**src/rtl/adder_pkg.sv**
```systemverilog
// Shared constants and stage payload for the pipelined adder.
// The payload is sized at the default width; narrower instances use its low bits.
package adder_pkg;

    localparam int unsigned ADDER_WIDTH  = 32;
    localparam int unsigned ADDER_STAGES = 4;

    // Everything one transaction needs as it moves down the pipe: sum bits
    // already produced, the ripple carry, the full operands (b already
    // inverted for subtraction), the operation flag and the final overflow.
    typedef struct packed {
        logic                   valid;
        logic [ADDER_WIDTH-1:0] sum;
        logic                   carry;
        logic [ADDER_WIDTH-1:0] a;
        logic [ADDER_WIDTH-1:0] b;
        logic                   sub;
        logic                   ovf;
    } stage_t;

endpackage

```
**src/rtl/adder_stage.sv**
```systemverilog
// One CHUNK-bit slice of the pipelined adder plus its stage register.
// The register freezes while the pipeline output is stalled.
module adder_stage
    import adder_pkg::*;
#(
    parameter int unsigned WIDTH = ADDER_WIDTH,
    parameter int unsigned CHUNK = ADDER_WIDTH / ADDER_STAGES,
    parameter int unsigned IDX   = 0,
    parameter bit          LAST  = 1'b0
) (
    input  logic   clk,
    input  logic   rst_n,
    input  logic   stall,
    input  stage_t d,
    output stage_t q
);

    logic [CHUNK:0] part;
    stage_t         next;

    // Add this slice using the upstream carry; the rest of the payload rides along.
    always_comb begin
        part = {1'b0, d.a[IDX*CHUNK +: CHUNK]}
             + {1'b0, d.b[IDX*CHUNK +: CHUNK]}
             + {{CHUNK{1'b0}}, d.carry};
        next = d;
        next.sum[IDX*CHUNK +: CHUNK] = part[CHUNK-1:0];
        next.carry = part[CHUNK];
        if (LAST) begin
            next.ovf = (d.a[WIDTH-1] == d.b[WIDTH-1]) && (part[CHUNK-1] != d.a[WIDTH-1]);
        end
    end

    // Stage register: cleared by reset, held while the output is stalled.
    always_ff @(posedge clk or negedge rst_n) begin
        if (!rst_n) begin
            q <= '0;
        end else if (!stall) begin
            q <= next;
        end
    end

endmodule

```
**src/rtl/pipelined_adder.sv**
```systemverilog
// Pipelined ripple adder: WIDTH bits split into STAGES registered slices
// with a valid/ready handshake; a stalled output freezes the whole pipe.
// Optional macro PIPELINED_ADDER_SUB_EN adds a 'sub' input (a - b).
module pipelined_adder
    import adder_pkg::*;
#(
    parameter int unsigned WIDTH  = ADDER_WIDTH,
    parameter int unsigned STAGES = ADDER_STAGES
) (
    input  logic             clk,
    input  logic             rst_n,
    input  logic             in_valid,
    output logic             in_ready,
    input  logic [WIDTH-1:0] a,
    input  logic [WIDTH-1:0] b,
    input  logic             cin,
`ifdef PIPELINED_ADDER_SUB_EN
    input  logic             sub,
`endif
    output logic             out_valid,
    input  logic             out_ready,
    output logic [WIDTH-1:0] sum,
    output logic             cout,
    output logic             ovf
);

    localparam int unsigned CHUNK = WIDTH / STAGES;

    stage_t head;
    stage_t link [STAGES];
    stage_t pipe [STAGES];
    stage_t last;
    logic   stall;
    logic   sub_op;
    logic   unused_fields;

`ifdef PIPELINED_ADDER_SUB_EN
    assign sub_op = sub;
`else
    assign sub_op = 1'b0;
`endif

    // Build the entry payload; subtraction is a + ~b + 1 so cin is ignored.
    always_comb begin
        head       = '0;
        head.valid = in_valid;
        head.a     = ADDER_WIDTH'(a);
        head.b     = ADDER_WIDTH'(sub_op ? ~b : b);
        head.carry = sub_op ? 1'b1 : cin;
        head.sub   = sub_op;
    end

    for (genvar k = 0; k < STAGES; k++) begin : g_stage
        if (k == 0) begin : g_first
            assign link[k] = head;
        end else begin : g_next
            assign link[k] = pipe[k-1];
        end

        adder_stage #(
            .WIDTH (WIDTH),
            .CHUNK (CHUNK),
            .IDX   (k),
            .LAST  (k == STAGES - 1)
        ) u_stage (
            .clk   (clk),
            .rst_n (rst_n),
            .stall (stall),
            .d     (link[k]),
            .q     (pipe[k])
        );
    end

    assign last      = pipe[STAGES-1];
    assign stall     = last.valid && !out_ready;
    assign in_ready  = !stall;
    assign out_valid = last.valid;
    assign sum       = last.sum[WIDTH-1:0];
    assign cout      = last.carry;
    assign ovf       = last.ovf;

    // Operands and op flag are fully consumed once the last slice has added.
    assign unused_fields = ^{last.a, last.b, last.sub};

endmodule
```
**config.mk**
```make
export PLATFORM = sky130hd
export DESIGN_NAME = pipelined_adder
export DESIGN_NICKNAME = d
export VERILOG_FILES = /design/src/rtl/adder_pkg.sv /design/src/rtl/adder_stage.sv /design/src/rtl/pipelined_adder.sv
export SDC_FILE = /design/constraint.sdc
export NUM_CORES = 1
export LEC_CHECK = 0
export ABC_AREA = 1
export ABC_CLOCK_PERIOD_IN_PS = 2350
export CORE_ASPECT_RATIO = 0.75
export CORE_MARGIN = 1.5
export CORE_UTILIZATION = 56
export CTS_CLUSTER_SIZE = 28
export DETAILED_ROUTE_END_ITERATION = 8
export GPL_ROUTABILITY_DRIVEN = 0
export PLACE_DENSITY_LB_ADDON = 0.25
export SLEW_MARGIN = 20
export SYNTH_ARGS = -nofsm -noshare
export SYNTH_HDL_FRONTEND = slang
export SYNTH_SLANG_ARGS = --single-unit
```
**constraint.sdc**
```tcl
create_clock -name clk -period 2.35 [get_ports clk]
set_input_delay 0.47 -clock clk [delete_from_list [all_inputs] [get_ports clk]]
set_output_delay 0.47 -clock clk [all_outputs]
set_load 0.005 [all_outputs]
```
==> run_results.csv <==
group,metric,value,unit
floorplan,pin_count,105,
critical_path,worst_setup_path_end_kind,"primary output",
synthesis,synth_top_cell_by_area,"dfrtp_1",
finish,n_antenna_cell,0,
sta,fmax,466.6,MHz
global_route,antenna_found_initial,0,
finish,final_util,69.91,%
synthesis,async_flop_share,100.0,%
placed_design,place_area,9485,um2
finish,syn2layout_area_growth,21.32,%
cts,cts-hold-fix-buffers,1,
finish,top_register,"g_stage.u_stage.q",
drt,drtIter0Drc,477,
finish,seqCellArea,4629,um2
floorplan,start_util,57.62,%
drt,drc,0,
synthesis,synth_top_cells_by_area,"dfrtp_1 55%, nand2_1 19%, o21ai_0 5.9%, inv_1 4.4%, ha_1 4.2%",
critical_path,r2r_setup_slack,340,ps
min_path,hold_class,"reg -> reg",
finish,fin_nets,1174,
cts,h-tree-depth,4,
placed_design,port_buffers,104,
sta,min_period_over_period,91.19,%
synthesis,synth-seq-cells,185,
cts,tritoncts,"done",
sta,slew_violations,0,
synthesis,yosysTopAreaCellShare,55.41,%
global_route,grt_overflow_total,0,
power,p_leak,0.005226,uW
synthesis,syn_inst,978,
global_route,grt_pass1_vias,6124,
synthesis,yosys_warnings,0,
synthesis,ys_top_cells_by_count,"432 x nand2_1, 185 x dfrtp_1, 99 x inv_1",
cts,insertion_delay,420,ps
cts,post_cts_buffers,0,
cts,cts-root-buf,"clkbuf_16",
finish,fillerInstances,1116,
synthesis,synth_compound_area_share,7.442,%
global_route,grt_start_max_net_pins,191,
sta,worst_clock_skew,13.61,ps
drt,finalWirelength,16860,um
critical_path,critical_path_arrival,1670,ps
floorplan,die_y,108.8,um
sta,finalSetupViolations,0,
power,power_density,1322,nW/um2
floorplan,die_x,144.0,um
drt,ant_nets,0,
synthesis,yosysSeqAreaShare,55.41,%
drt,vias,6429,
drt,firstDrtPassIters,9,
finish,multi_input_area,3083,um2
synthesis,synth_top_family_by_area,"simple AND/OR/NAND/NOR gates",
finish,reg_top3,"g_stage.u_stage.q (185)",
sta,fin_crit,2143,ps
synthesis,synthDistinctLibCells,21,
cts,clk_path_buf_depth,2,
sta,slew_headroom,50.42,%
global_route,grt_pass1_wl,28590,um
synthesis,synth-xor-area-share,0.5241,%
job,maxCapViolations,0,
critical_path,path_max_fanout,2,
synthesis,synthMuxAreaShare,0,%
status,status,"finished, final reports clean",
sta,fin_tns_setup,0,ps
drt,wl_met1,7896,um
floorplan,rows,38,
critical_path,crit_type,"in -> out",
cts,numCtsBuffers,17,
finish,layout-drive-gt1-share,3.697,%
drt,top_layer_used,"met4",
synthesis,synth_fp_nets,1083,
synthesis,syn_area_per_cell,8.543,um2
finish,largest_register_ffs,185,
synthesis,synth-simple-area-share,22.76,%
synthesis,yosysMostFrequentCell,"nand2_1",
global_route,grt_use_total,23.40,%
synthesis,ys.flop_type,"dfrtp_1",
drt,wire_per_inst,13.15,um
critical_path,cp.required,1880,ps
cts,path_clk_slew,70,ps
synthesis,synth_fa_ha_area_share,6.110,%
floorplan,die_area,15670,um2
sta,rsz0062_at_grt,"no",
sta,hold_viol,0,
drt,wl_met2,7670,um
drt,wl_met3,928,um
floorplan,core,14500,um2
sta,tightestPinTransition,743.7,ps
synthesis,synth_edf_count,0,
synthesis,syn_area,8356,um2
drt,via_per_inst,5.015,
cts,clock-sinks,185,
finish,fin_area,10140,um2
cts,cts_resized,0,
power,ir_drop,0.7828,mV
critical_path,worstSetupStartpointType,"primary input",
placed_design,dp_hpwl,10850,um
[critical path, cell delays in order]
cell and delay (ps):
clkdlybuf4s50_1 500, nor2_4 70, inv_4 60, clkdlybuf4s50_1 570
[area by class of cell]
class,count,share of cell area (%)
flip-flops and latches,185,45.67
well taps,200,2.469
repair buffers,112,11.39
clock buffers,21,4.542
clock inverters,11,1.790
multi-input cells,653,30.41
inverters,100,3.727
[routing by layer]
layer	vias up	track usage (%)
met5	-	0
met2	166	36.64
met1	3007	32.96
met4	0	8.309
met3	31	4.436
li1	3225	-
[logic make-up after synthesis]
| group | Yosys count |
|---|---|
| xor gates and xnor gates | 5 |
| DFF | 185 |
| and+or+nand+nor | 490 |
| adders and majority gates | 36 |
| AOI/OAI and AO/OA | 122 |
| buffers and inverters | 140 |
[cell usage in the layout, fill, tap and decap left out, types with 2 or more instances in the layout]
cell	synthesis	layout
clkinvlp_4	0	2
dfrtp_1	185	185
a211oi_1	4	4
buf_12	0	4
clkbuf_1	8	2
nor2_1	14	14
inv_6	0	3
nand2_1	432	432
clkdlybuf4s50_1	0	103
buf_4	1	3
nand4_1	5	5
fa_1	8	8
clkbuf_16	0	17
xnor2_1	4	4
ha_1	28	28
a21oi_1	19	19
bufinv_16	0	4
nand3_1	38	38
clkbuf_8	0	2
inv_1	99	99
o21ai_0	98	98
[stage by stage]
stage                     power, uW  setup slack, ps  instances  hold slack (ps)
after detailed placement      10280            3.324       1249            365.9
after global placement        10080            42.15       1249            366.6
after floorplan                8584            579.5        978            174.4
after CTS                     13490            183.0       1282            470.8
after global routing          14510            163.8       1282            489.6
final                         13410            206.9       1282            469.5
[worst paths after layout]
path / cells past startpoint / end / from
worst max register to register: 7 / g_stage[3].u_stage.q[95]$_DFFE_PN0N_ / g_stage[2].u_stage.q[26]$_DFFE_PN0N_
max in group asynchronous: 3 / g_stage[1].u_stage.q[64]$_DFFE_PN0N_ / rst_n
min in group asynchronous: 2 / g_stage[0].u_stage.q[16]$_DFFE_PN0N_ / rst_n
worst min-delay path: 2 / g_stage[1].u_stage.q[73]$_DFFE_PN0N_ / g_stage[0].u_stage.q[73]$_DFFE_PN0N_
worst max-delay path: 4 / in_ready / out_ready
worst min register to register: 2 / g_stage[1].u_stage.q[73]$_DFFE_PN0N_ / g_stage[0].u_stage.q[73]$_DFFE_PN0N_
[report_power, final]
group	leakage, uW	internal, uW	switching (uW)
clock	0.000307	1860	1210
sequential	0.00224	4570	764
combinational	0.00268	2110	2900
total	0.00523	8530	4870
Power figures use the tool's default switching activity.
